**src/rtl/demux_1to16_reg_pkg.sv**
```systemverilog
// rtl/demux_1to16_reg_pkg.sv - shared sizes and stage-1 record for the 1-to-16 registered demux
package demux_1to16_reg_pkg;

    localparam int DEF_N_OUT = 16;
    localparam int DEF_SEL_W = 2;
    localparam int IDX_W     = 4;

    typedef struct packed {
        logic             valid;
        logic             data;
        logic             auto_mode;
        logic [IDX_W-1:0] idx;
    } stage1_t;

endpackage

```
**src/rtl/demux_1to4.sv**
```systemverilog
// rtl/demux_1to4.sv - 2-bit select to 4-bit one-hot enable
module demux_1to4
    import demux_1to16_reg_pkg::*;
(
    input  logic [DEF_SEL_W-1:0] sel_i,
    input  logic                 en_i,
    output logic [3:0]           onehot_o
);

    always_comb begin
        onehot_o        = '0;
        onehot_o[sel_i] = en_i;
    end

endmodule

```
**src/rtl/demux_1to16_reg.sv**
```systemverilog
// rtl/demux_1to16_reg.sv - two-stage registered 1-to-16 bit demux with addressed and auto-pointer modes
module demux_1to16_reg
    import demux_1to16_reg_pkg::*;
#(
    parameter int N_OUT = DEF_N_OUT,
    parameter int SEL_W = DEF_SEL_W
)
(
    input  logic             clk,
    input  logic             rst,
    input  logic             in,
    input  logic             in_valid,
    input  logic [SEL_W-1:0] s1,
    input  logic [SEL_W-1:0] s2,
    input  logic             auto,
    input  logic             clear,
    output logic [N_OUT-1:0] out,
    output logic [IDX_W-1:0] ptr,
    output logic             word_done
);

    stage1_t          s1_q, s1_d;
    logic [IDX_W-1:0] ptr_q, ptr_d, base;
    logic             auto_q;
    logic [N_OUT-1:0] out_q, out_d, we;
    logic             wd_q, wd_d;
    logic [3:0]       row_en, col_en;

    // A fresh entry into auto mode restarts the pointer at lane 0.
    always_comb begin
        base         = auto_q ? ptr_q : '0;
        ptr_d        = ptr_q;
        if (auto) begin
            ptr_d = in_valid ? base + IDX_W'(1) : base;
        end
        s1_d.valid     = in_valid;
        s1_d.data      = in;
        s1_d.auto_mode = auto;
        s1_d.idx       = auto ? base : {s2, s1};
    end

    demux_1to4 u_row (
        .sel_i    (s1_q.idx[3:2]),
        .en_i     (s1_q.valid),
        .onehot_o (row_en)
    );

    demux_1to4 u_col (
        .sel_i    (s1_q.idx[1:0]),
        .en_i     (1'b1),
        .onehot_o (col_en)
    );

    for (genvar r = 0; r < 4; r++) begin : g_row
        for (genvar c = 0; c < 4; c++) begin : g_col
            assign we[r*4+c] = row_en[r] & col_en[c];
        end
    end

    always_comb begin
        out_d = out_q;
        for (int i = 0; i < N_OUT; i++) begin
            if (we[i]) begin
                out_d[i] = s1_q.data;
            end
        end
        wd_d = s1_q.valid && s1_q.auto_mode && (s1_q.idx == IDX_W'(N_OUT - 1));
    end

    always_ff @(posedge clk) begin
        if (rst) begin
            s1_q   <= '0;
            ptr_q  <= '0;
            auto_q <= 1'b0;
            out_q  <= '0;
            wd_q   <= 1'b0;
        end else if (clear) begin
            s1_q   <= '0;
            ptr_q  <= '0;
            auto_q <= auto;
            out_q  <= '0;
            wd_q   <= 1'b0;
        end else begin
            s1_q   <= s1_d;
            ptr_q  <= ptr_d;
            auto_q <= auto;
            out_q  <= out_d;
            wd_q   <= wd_d;
        end
    end

    assign out       = out_q;
    assign ptr       = ptr_q;
    assign word_done = wd_q;

endmodule

```
**config.mk**
```make
export PLATFORM = sky130hd
export DESIGN_NAME = demux_1to16_reg
export DESIGN_NICKNAME = d
export VERILOG_FILES = /design/src/rtl/demux_1to16_reg_pkg.sv /design/src/rtl/demux_1to4.sv /design/src/rtl/demux_1to16_reg.sv
export SDC_FILE = /design/constraint.sdc
export NUM_CORES = 1
export LEC_CHECK = 0
export BUFFER_PORTS_ARGS = -buffer_cell sky130_fd_sc_hd__buf_2
export CORE_UTILIZATION = 25
export DETAILED_ROUTE_END_ITERATION = 8
export GPL_TIMING_DRIVEN = 0
export HOLD_SLACK_MARGIN = 0.02
export PLACE_DENSITY_LB_ADDON = 0.08
export SLEW_MARGIN = 30
export SYNTH_ARGS = -nofsm -noshare
export SYNTH_HDL_FRONTEND = slang
export SYNTH_SLANG_ARGS = --single-unit
```
**constraint.sdc**
```tcl
create_clock -name clk -period 1.6 [get_ports clk]
set_input_delay 0.24 -clock clk [delete_from_list [all_inputs] [get_ports clk]]
set_output_delay 0.24 -clock clk [all_outputs]
set_load 0.01 [all_outputs]
```
==> impl_metrics.py <==
metrics = {
    "cts": {
        "cts_tree": "done",
        "cts.clk_slew.worst_paths_ps": 60,
        "htree_num_levels": 2,
        "cts.root.buffer_cell": "clkbuf_8",
        "numCtsBuffers": 5,
        "cts_hold_buf": 0,
        "clk_latency_ps": 280,
        "cts_setup_buffers": 0,
        "clk_path_buf_depth": 2,
        "cts_resized": 0,
        "cts.sinks": 29,
    },
    "pwr": {
        "power_density_mw_per_mm2": 981,
        "p_leak_nw": 0.745,
        "max-vdd-ir-drop_mv": 0.399,
    },
    "floorplan": {
        "top_level_ports": 31,
        "num_rows": 24,
        "fp.coreArea_sq_mm": 0.00444,
        "die_h_um": 70.8,
        "dieArea_sq_mm": 0.00502,
        "dieWidth_um": 70.8,
        "initial_utilization": 0.267,
    },
    "global_routing": {
        "grt_usage": 0.117,
        "antenna_found_initial": 0,
        "grt_first_pass_wirelength_um": 4460,
        "grt-ovfl-total": 0,
        "grt_max_degree": 11,
        "grt_pass1_vias": 943,
    },
    "job": {
        "drv_cap": 0,
    },
    "detailed_routing": {
        "wl_um": 2550,
        "top_layer_used": "met4",
        "wl_met2_um": 1130,
        "dr_wl_met3_um": 129,
        "vias_per_cell": 4.42,
        "via_count": 964,
        "wire_per_inst_um": 11.7,
        "drt_iter0_drc": 40,
        "drtAntennaViolNets": 0,
        "drt-met1-wl_um": 1250,
        "first_pass_iters": 8,
        "drc": 2,
    },
    "place": {
        "place_congestion": 0.722,
        "place_ws_ps": 377,
        "hpwl_um": 1870,
        "dpl-instance-area_sq_mm": 0.00140,
        "port-buffer-count": 29,
    },
    "timing": {
        "min_period_ps": 1240,
        "max_slew.worst_pin.slew_ps": 300,
        "grt_setup_unrepaired": "no",
        "hold_viol_final": 0,
        "clock_skew_ps": 4.46,
        "period_share": 0.777,
        "whs_ps": 143,
        "max_slew_margin": 0.799,
        "timing.setup.tns_ps": 0,
        "setup_slack_ps": 356,
        "slew_violations": 0,
        "fmax_mhz": 804,
        "final-setup-viol-count": 0,
    },
    "setup_path": {
        "critPathLaunchType": "flop",
        "path_class": "flop to flop",
        "r2r_slack_ps": 360,
        "required_ps": 1770,
        "cp_max_fo": 9,
        "arrival_ps": 1410,
        "worst_setup_path_end_kind": "flop",
    },
    "logic_synthesis": {
        "ys_seq_elements": 29,
        "syn_inst": 129,
        "synthDistinctLibCells": 25,
        "avgSynthCellArea_sq_um": 9.19,
        "synth_warnings": 0,
        "syn_area_sq_mm": 0.00118,
        "syn-num-nets": 140,
        "yosysSeqAreaShare": 0.490,
    },
    "cells_and_area": {
        "fillers": 480,
        "layout.nets": 176,
        "final_area_sq_mm": 0.00150,
        "diodes": 0,
        "area_delta_synth_final_pct": 26.3,
        "layout-drive-gt1-share": 0.265,
    },
    "outcome": {
        "violations": "DRC",
        "status": "finished with violations",
    },
    "worst_hold_path": {
        "min_path_type": "primary input to flop",
    },
}
cell families (layout without fill, tap and decap cells):
group	Yosys count	after routing	share of synthesized area
flip-flops	29	29	0.490
multiplexers	18	18	0.152
AND/OR/NAND/NOR	64	64	0.257
buffers and inverters	6	43	0.0296
AO/OA/AOI/OAI	11	11	0.0612
adder cells (fa/ha/maj)	1	1	0.0106
final timing paths:
kind / to / depth (start not counted) / start
worst min-delay path: s1_q[4] / 2 / clear
worst max register to register: ptr[2] / 5 / auto_q
worst min register to register: word_done / 2 / s1_q[4]
worst max-delay path: ptr[2] / 5 / auto_q
state kept, by name, summed over array words and instances, names as in the netlist:
| register | flops |
|---|---|
| auto_q | 1 |
| out | 16 |
| word_done | 1 |
| ptr | 4 |
| s1_q | 7 |
Yosys cell counts (all sizes together):
cell type | number | area share
and3b | 2 | 0.015
nand2 | 34 | 0.11
or2 | 2 | 0.011
o41ai | 1 | 0.014
nand3 | 7 | 0.030
nand2b | 1 | 0.0053
and2 | 4 | 0.021
o21ai | 3 | 0.013
nor2 | 6 | 0.019
ha | 1 | 0.011
and3 | 1 | 0.0053
a21boi | 1 | 0.0063
nand4 | 2 | 0.011
o2111ai | 1 | 0.0074
nor2b | 1 | 0.0053
inv | 1 | 0.0032
a21oi | 5 | 0.021
dfxtp | 29 | 0.49
nor3 | 1 | 0.0042
buf | 5 | 0.026
mux2i | 18 | 0.15
and2b | 2 | 0.013
nor3b | 1 | 0.011
report_power, final:
group          switching (mW)  leakage (nW)  internal [mW]  total, mW
clock network           0.277        0.0542          0.388      0.665
registers             0.00792         0.235          0.730      0.738
logic                  0.0385         0.456         0.0260     0.0645
stage by stage:
step / cells / power (mW) / utilization
detailed placement: 210 / 0.820 / 0.314
finish: 218 / 1.47 / 0.337
global route: 218 / 1.53 / 0.337
global placement: 210 / 0.820 / 0.314
CTS: 218 / 1.49 / 0.337
floorplan: 129 / 0.793 / -
worst max-delay path, cell delays in order, from the launching register on:
cell and delay, ps:
dfxtp_1 450, and2_1 210, ha_1 170, a21boi_0 80, o21ai_0 150, a21oi_1 80
cell usage in the layout (no fill, tap or decap), drive strengths merged, types with 2 or more instances in the layout:
cell type  synthesis  layout
nand4              2       2
o21ai              3       3
nand2             34      34
or2                2       2
and2b              2       2
and2               4       4
clkbuf             0       7
and3b              2       2
dfxtp             29      29
nand3              7       7
nor2               6       6
a21oi              5       5
buf                5      34
mux2i             18      18
metal layers:
layer	vias up	global-route usage
met5	-	0
met4	0	0.0533
li1	511	-
met3	6	0.0370
met1	423	0.147
met2	24	0.183
layout make-up:
type / count / area, sq um / area share
Buffer: 5 / 31.3 / 0.0209
Clock buffer: 7 / 96.3 / 0.0644
Clock inverter: 1 / 5.00 / 0.00334
Timing Repair Buffer: 29 / 145 / 0.0970
Inverter: 1 / 3.75 / 0.00251
Sequential cell: 29 / 581 / 0.388
Multi-Input combinational cell: 94 / 569 / 0.380
Tap cell: 52 / 65.1 / 0.0435
(Power assumes the default switching activity.)
